`config.mk`:
```
export PLATFORM = sky130hd
export DESIGN_NAME = mac_vec
export DESIGN_NICKNAME = d
export VERILOG_FILES = /design/src/rtl/mac_pkg.sv /design/src/rtl/mac_adder_tree.sv /design/src/rtl/mac_vec.sv
export SDC_FILE = /design/constraint.sdc
export NUM_CORES = 1
export LEC_CHECK = 0
export CORE_ASPECT_RATIO = 1.75
export CORE_MARGIN = 10
export CORE_UTILIZATION = 65
export DETAILED_ROUTE_END_ITERATION = 10
export PLACE_DENSITY = 0.95
export SLEW_MARGIN = 10
export SYNTH_ARGS = -nofsm -noshare
export SYNTH_HDL_FRONTEND = slang
export SYNTH_SLANG_ARGS = --single-unit
export TNS_END_PERCENT = 20
```
`constraint.sdc`:
```
create_clock -name clk -period 10.1 [get_ports clk]
set_clock_uncertainty 0.2 [all_clocks]
set_input_delay 2.02 -clock clk [delete_from_list [all_inputs] [get_ports clk]]
set_output_delay 2.02 -clock clk [all_outputs]
set_load 0.01 [all_outputs]
```
`src/rtl/mac_pkg.sv`:
```
// Shared constants and helpers for the vector multiply-accumulate engine.
package mac_pkg;

  localparam int DEF_DATA_W = 8;
  localparam int DEF_ACC_W  = 32;
  localparam int DEF_LANES  = 4;

  // Widest packed operand vector the lane-select helper can address.
  localparam int MAX_VEC_W = 1024;

  function automatic int clog2(input int value);
    int r;
    r = 0;
    while ((1 << r) < value) r++;
    return r;
  endfunction

  // Largest signed value representable in 'width' bits.
  function automatic longint sat_max(input int width);
    return (64'sd1 <<< (width - 1)) - 64'sd1;
  endfunction

  // Smallest signed value representable in 'width' bits.
  function automatic longint sat_min(input int width);
    return -(64'sd1 <<< (width - 1));
  endfunction

  // Extracts lane 'idx' of 'width' bits from a packed vector, sign-extended.
  function automatic longint lane_sel(input logic [MAX_VEC_W-1:0] vec,
                                      input int idx, input int width);
    logic [63:0] raw;
    longint      tmp;
    raw = vec[idx*width +: 64];
    tmp = longint'(raw << (64 - width));
    return tmp >>> (64 - width);
  endfunction

endpackage

```
`src/rtl/mac_adder_tree.sv`:
```
// Combinational signed reduction of a packed product vector.
module mac_adder_tree
  import mac_pkg::*;
#(
  parameter int LANES = DEF_LANES,
  parameter int IN_W  = 2 * DEF_DATA_W,
  parameter int OUT_W = 2 * DEF_DATA_W + clog2(DEF_LANES)
) (
  input  logic [LANES*IN_W-1:0] vec_i,
  output logic signed [OUT_W-1:0] sum_o
);

  logic signed [OUT_W-1:0] node [LANES];

  // Pairwise tree: each level folds node[i+step] into node[i].
  always_comb begin
    for (int i = 0; i < LANES; i++) begin
      node[i] = OUT_W'($signed(vec_i[i*IN_W +: IN_W]));
    end
    for (int step = 1; step < LANES; step = step * 2) begin
      for (int i = 0; i < LANES; i = i + 2 * step) begin
        node[i] = node[i] + node[i+step];
      end
    end
    sum_o = node[0];
  end

endmodule

```
`src/rtl/mac_vec.sv`:
```
// Pipelined vector multiply-accumulate: S1 registers lane products,
// S2 reduces them into the accumulator and emits one result per vector.
module mac_vec
  import mac_pkg::*;
#(
  parameter int DATA_W = DEF_DATA_W,
  parameter int ACC_W  = DEF_ACC_W,
  parameter int LANES  = DEF_LANES
) (
  input  logic                    clk,
  input  logic                    rst_n,
  input  logic                    clear,
  input  logic                    sat_en,
  input  logic                    in_valid,
  output logic                    in_ready,
  input  logic [LANES*DATA_W-1:0] in_a,
  input  logic [LANES*DATA_W-1:0] in_b,
  input  logic                    in_last,
  output logic                    out_valid,
  input  logic                    out_ready,
  output logic [ACC_W-1:0]        out_acc,
  output logic                    out_ovf
);

  localparam int PROD_W = 2 * DATA_W;
  localparam int TREE_W = 2 * DATA_W + clog2(LANES);
  localparam int SUM_W  = ACC_W + 1;
  localparam logic signed [ACC_W-1:0] ACC_MAX = ACC_W'(sat_max(ACC_W));
  localparam logic signed [ACC_W-1:0] ACC_MIN = ACC_W'(sat_min(ACC_W));

  logic                      stall;
  logic                      accept;
  logic [LANES*PROD_W-1:0]   prod_d;

  logic                      s1_valid_q;
  logic                      s1_last_q;
  logic                      s1_sat_q;
  logic [LANES*PROD_W-1:0]   s1_prod_q;

  logic signed [ACC_W-1:0]   acc_q;
  logic                      sticky_q;
  logic                      first_q;
  logic                      out_valid_q;
  logic [ACC_W-1:0]          out_acc_q;
  logic                      out_ovf_q;

  logic signed [TREE_W-1:0]  tree_sum;
  logic signed [SUM_W-1:0]   sum_ext;
  logic signed [SUM_W-1:0]   base;
  logic signed [SUM_W-1:0]   next_sum;
  logic signed [ACC_W-1:0]   acc_d;
  logic                      beat_ovf;

  assign stall     = out_valid_q && !out_ready;
  assign in_ready  = !stall;
  assign accept    = in_valid && in_ready;
  assign out_valid = out_valid_q;
  assign out_acc   = out_acc_q;
  assign out_ovf   = out_ovf_q;

  for (genvar i = 0; i < LANES; i++) begin : g_lane
    logic signed [DATA_W-1:0] a_lane;
    logic signed [DATA_W-1:0] b_lane;
    assign a_lane = DATA_W'(lane_sel(MAX_VEC_W'(in_a), i, DATA_W));
    assign b_lane = DATA_W'(lane_sel(MAX_VEC_W'(in_b), i, DATA_W));
    assign prod_d[i*PROD_W +: PROD_W] = PROD_W'(a_lane) * PROD_W'(b_lane);
  end

  // S1: capture full-precision products of an accepted beat; hold on stall.
  always_ff @(posedge clk) begin
    if (!rst_n) begin
      s1_valid_q <= 1'b0;
      s1_last_q  <= 1'b0;
      s1_sat_q   <= 1'b0;
      s1_prod_q  <= '0;
    end else if (clear) begin
      s1_valid_q <= 1'b0;
    end else if (!stall) begin
      s1_valid_q <= accept;
      if (accept) begin
        s1_last_q <= in_last;
        s1_sat_q  <= sat_en;
        s1_prod_q <= prod_d;
      end
    end
  end

  mac_adder_tree #(
    .LANES (LANES),
    .IN_W  (PROD_W),
    .OUT_W (TREE_W)
  ) u_tree (
    .vec_i (s1_prod_q),
    .sum_o (tree_sum)
  );

  // S2 arithmetic: add beat sum to the running total, detect and resolve overflow.
  always_comb begin
    sum_ext  = SUM_W'(tree_sum);
    base     = first_q ? '0 : SUM_W'(acc_q);
    next_sum = base + sum_ext;
    beat_ovf = next_sum[ACC_W] ^ next_sum[ACC_W-1];
    acc_d    = next_sum[ACC_W-1:0];
    if (beat_ovf && s1_sat_q) begin
      acc_d = next_sum[ACC_W] ? ACC_MIN : ACC_MAX;
    end
  end

  // S2 state: accumulate mid-vector beats, publish the result on the last beat.
  always_ff @(posedge clk) begin
    if (!rst_n) begin
      acc_q       <= '0;
      sticky_q    <= 1'b0;
      first_q     <= 1'b1;
      out_valid_q <= 1'b0;
      out_acc_q   <= '0;
      out_ovf_q   <= 1'b0;
    end else if (clear) begin
      acc_q       <= '0;
      sticky_q    <= 1'b0;
      first_q     <= 1'b1;
      out_valid_q <= 1'b0;
    end else if (!stall) begin
      out_valid_q <= 1'b0;
      if (s1_valid_q) begin
        if (s1_last_q) begin
          out_acc_q   <= acc_d;
          out_ovf_q   <= sticky_q | beat_ovf;
          out_valid_q <= 1'b1;
          acc_q       <= '0;
          sticky_q    <= 1'b0;
          first_q     <= 1'b1;
        end else begin
          acc_q    <= acc_d;
          sticky_q <= sticky_q | beat_ovf;
          first_q  <= 1'b0;
        end
      end
    end
  end

endmodule

```
# Yosys cells after proc, flatten, opt, wreduce, memory -nomap -nowiden
# Cells that the tools add are included.
dict set report classes {
  add_sub_neg 4
  mul 4
  muxes 7
  n_bitwise 5
  reduce_logical 9
}
# op n
set ops {}
lappend ops {{$mux 32} 3}
lappend ops {{$mul 8x8->16} 4}
lappend ops {{$add 16x16->17} 2}
lappend ops {{$add 33x18->33} 1}
lappend ops {{$mux 33} 1}
lappend ops {{$add 17x17->18} 1}
lappend ops {{$reduce_and 4->1} 1}
lappend ops {{$logic_and 1x1->1} 3}
lappend ops {{$mux 1} 3}
lappend ops {{$not 1->1} 3}
lappend ops {{$reduce_and 3->1} 1}
lappend ops {{$logic_not 1->1} 2}
lappend ops {{$reduce_and 2->1} 1}
lappend ops {{$reduce_or 2->1} 1}
lappend ops {{$or 1x1->1} 1}
lappend ops {{$xor 1x1->1} 1}
dict set report totals {
  regBits 135
  input_bits 71
  output_inout_bits 35
  elab_cells 39
}

# Longest topological paths before layout
dict set report logic_depth {
  depth_word 7
  mapped_depth 19
  mapped_depth_nobuf 19
}

# Modules after synthesis
# A second synthesis with hierarchy kept.
dict set report hier_totals {
  hier_cells 2140
  area_unflattened_um2 18187.4
}
# mod instances cells_per_inst area_each_um2 seq_area_each_um2
set modules_own_cells {}
lappend modules_own_cells {mac_vec 1 1922 16464.5 2702.6}
lappend modules_own_cells {mac_adder_tree 1 218 1722.9 0.0}

# Worst setup path after synthesis
# OpenSTA, ideal clock, no wires.
dict set report synth_timing {
  path_kind {in2reg}
  from {input in_b[25]}
  to {register s1_prod_q[62]}
  setup_time_ns 0.132
  arrival_time_ns 5.945
  required_ns 9.768
  setup_slack_ns 3.823
  cell_stages 18
  n_path_buf 0
  cell_sequence {and2_1 fa_1 inv_1 fa_1 inv_1 fa_1 inv_1 fa_1 inv_1 ha_1 o21ai_0 a21boi_0 o21ai_0 a21oi_1 or2_2 nand4_1 a31oi_1 or3b_2}
}
dict set report synth_via {
  elab_chain_len 1
}
# element line_no
set synth_lines {}
lappend synth_lines {{start, declared} mac_vec.sv:17} ;# input logic [LANES*DATA_W-1:0] in_b,
lappend synth_lines {{$mul 8x8->16} mac_vec.sv:66} ;# assign prod_d[i*PROD_W +: PROD_W] = PROD_W'(a_lane) * PROD_W'(b_lane);
lappend synth_lines {{end signal, assigned} mac_vec.sv:83} ;# s1_prod_q <= prod_d;
lappend synth_lines {{end, declared} mac_vec.sv:38} ;# logic [LANES*PROD_W-1:0] s1_prod_q;
# No other way between the ends.
# A chain may end at the register's enable or synchronous reset.

# Final worst setup path
dict set report layout_timing {
  from {input in_b[26]}
  to {register s1_prod_q[62]}
}
# The elaborated chain is that of the path after synthesis.

==> impl_results.md <==
* Status: finished clean
* Biggest register: s1_prod_q
* Routed vias at 14800
* Internal power at approximately 2.5 mW
* Critical Path RT at between 10 and 15 ns
* Initial DRC count at ~850
* DP Cell Count at 2565
* Core Util, Final at 0.729
* DP HPWL at about 38000 µm
* Fraction of layout cells with a size suffix above 1 at 0.0391
* DR WL met3 at ~2100 µm
* Number of synthesized flops with an enable pin at 0
* Total CTS buffers at 17
* Remaining Overflow, GRT at 0
* Share of power burned in registers at 0.126
* Syn Nets at 2639
* Setup crit end kind: register
* Die area at around 36000 µm²
* CTS tree: done
* Switch Pwr at roughly 2.8 mW
* Post-CTS sizing at 0
* Bufs on Longest Clock Path at 2
* Maximum vdd drop at ~0.00017 V
* Worst setup SP type: primary input
* Vias/cell at about 5.7
* Area delta synth->final at 10.2%
* Final hold violation count at 0
* Nets at 2715
* Slew margin rel. at 0.281
* Largest net degree at the start of global routing at 97
* Post-place setup slack at roughly 2.9 ns
* Hold Buf Count CTS at 0
* # diodes at 0
* Top Metal Used: met4
* Wire length per cell at 18.2 µm
* CP Max Fanout at 8
* P_leak at 9.66 nW
* Clk sink count at ~140
* Async S/R FF share, synth at 0
* Final instance area at about 20000 µm²
* CORE AREA at between 20000 and 30000 µm²
* Synth Register Bits at between 100 and 150
* Tmin final at 6.78 ns
* GPL Wtd Cong at ~1.0
* Achievable clock frequency at 148 MHz
* Die W at around 150 µm
* Unrepaired setup endpoints after global routing: false
* Row count at 81
* Avg Cell Area, Syn at a little under 9 µm²
* Hold wc startpoint: acc_q[24]$_SDFFE_PP0P_
* Fin. max-slew vios at 0
* WS Path Type: in -> reg
* Total of max-cap violations at 0
* Pwr/cell area at between 200 and 300 nW/µm²
* Hold_ws at around 0.25 ns
* Final setup fails at 0
* Pwr Total at ~5.3 mW
* GR Util All Layers at 0.268
* DIE HEIGHT at 243 µm
* Largest register FFs at 64
* Logic pwr share at 0.755
* CTS clock-pin slew for the worst setup and hold paths at about 0.070 ns
* Post-synthesis cell count at 2135
* Arrival @ worst endpoint at a little under 7 ns
* Sw frac at 0.525
* Synthesis Warnings at 0
* First-pass GRT wire length at about 78000 µm
* Synthesized area at approximately 18000 µm²
* IO Pins at roughly 110
* Post-synth top flop: dfxtp_1
* Worst Setup SP: in_b[26]
* Synth cell types at 69
* Setup Buffers After CTS at 0
* Non-filler cells, final at 2597
* H-tree levels at 4
* Drt pass-1 iters at 5
* Port Buffer Count at 105
* Post-route DRC at 0
* Final Cycle Share at 0.671
* Final WL at between 40000 and 50000 µm
* Clock network power share at 0.118
* Initial Util at 0.661
* FILL cells at 2051
* Vias in the first global route at ~16000
* Worst Slack Setup Final at between 3 and 4 ns
* Metal-1 WL at between 15000 and 20000 µm
* Initial antenna violation count at 0
* WL met2 at ~26000 µm
* Hold Crit Class: reg -> reg
* Worst-Margin Slew at 1.08 ns
* Detail Route Antenna Nets at 0
* Clock Latency Late Sink at between 0.4 and 0.5 ns
* Clock root cell: clkbuf_16
* Setup TNS at 0 ns
* Reg2reg start: s1_prod_q[15]$_SDFFE_PN0P_
* Seq/Total Area, Yosys at 0.146
* Cell Area, Placed at 19800 µm²
## layout make-up
| type | instances | area (µm²) | area share |
|---|---|---|---|
| Tap cell | 373 | 467 | 0.0229 |
| Timing Repair Buffer | 112 | 1100 | 0.0539 |
| Inverter | 454 | 1700 | 0.0836 |
| Multi-Input combinational cell | 1491 | 13800 | 0.679 |
| Sequential cell | 135 | 2700 | 0.133 |
| Clock inverter | 15 | 155 | 0.00761 |
| Clock buffer | 17 | 425 | 0.0209 |
## worst max-delay path, cell delays in order
cell,delay [ns]
clkdlybuf4s50_1,0.62
nand2_1,0.12
fa_1,0.45
fa_1,0.48
fa_1,0.50
fa_1,0.49
inv_1,0.05
ha_1,0.31
nor2b_1,0.16
o21ai_0,0.24
a21boi_0,0.17
o21ai_0,0.23
a21oi_1,0.12
or2_2,0.29
nand4_1,0.12
a31oi_1,0.08
or3b_2,0.43
## path summary, 6_finish.rpt
path	to	slack (ns)	cells past startpoint
min	acc_q[24]$_SDFFE_PP0P_	0.25	2
max	s1_prod_q[62]$_SDFFE_PN0P_	3.32	17
max reg2reg	out_acc[0]$_SDFFE_PN0P_	3.69	17
min reg2reg	acc_q[24]$_SDFFE_PP0P_	0.25	2
## cells by family (layout without fill, tap and decap cells)
family,Yosys count,count (layout),share of synthesized area
and+or+nand+nor,636,636,0.177
buffers and inverters,509,598,0.106
adders and majority gates,433,433,0.408
AOI/OAI and AO/OA,337,337,0.120
DFF,135,135,0.146
xor gates and xnor gates,82,82,0.0398
muxes,3,3,0.00230
## synthesized netlist by cell type, drive strengths merged (4+ instances only)
library cell / count / share of area
a21boi: 42 / 0.017
clkbuf: 43 / 0.0087
nand3: 35 / 0.0095
and3: 6 / 0.0023
o21bai: 5 / 0.0020
and2: 169 / 0.057
nor2: 67 / 0.016
a211oi: 22 / 0.013
a31oi: 9 / 0.0030
nand2b: 60 / 0.021
nand2: 229 / 0.047
o211ai: 19 / 0.0077
ha: 149 / 0.10
a21o: 17 / 0.0069
inv: 454 / 0.092
or2: 4 / 0.0014
nor2b: 13 / 0.0044
xor2: 22 / 0.010
nand4: 11 / 0.0037
xnor2: 60 / 0.029
buf: 12 / 0.0055
nor3: 12 / 0.0032
o211a: 5 / 0.0027
o21ai: 105 / 0.029
a21oi: 84 / 0.024
o31ai: 5 / 0.0020
nand3b: 7 / 0.0028
dfxtp: 135 / 0.15
nand4b: 6 / 0.0028
o21a: 5 / 0.0020
or3: 6 / 0.0020
fa: 284 / 0.31
## per-layer routing
layer / global-route usage / vias to the layer above
li1: - / 6826
met1: 0.261 / 7265
met2: 0.512 / 543
met3: 0.0360 / 202
met4: 0.167 / 0
met5: 0 / -
## power by group through the flow
stage	clock network [mW]	logic, mW	registers [mW]
2_1_floorplan	0	3.00	0.663
3_3_place_gp	0	3.75	0.678
3_5_place_dp	0	3.90	0.682
4_1_cts	0.628	3.96	0.671
5_1_grt	0.654	4.49	0.679
6_report	0.630	4.02	0.673
## placed cells by master (no fill, tap or decap), drive strengths merged, types with 4 or more instances in the layout
master         count
nand4b             6
buf                8
o21ai            105
nand4             11
xnor2             60
and3               6
nand2b            60
nand3b             7
fa               284
clkdlybuf4s50    104
a211oi            22
ha               149
xor2              22
nand3             35
inv              462
a21boi            42
or2                4
nor3              12
o31ai              5
nand2            229
and2             169
or3                6
clkbuf            17
nor2b             13
o21a               5
a21o              17
o21bai             5
o211ai            19
nor2              67
o211a              5
a31oi              9
a21oi             84
dfxtp            135
Note: power is estimated with default switching activity, not from simulation.
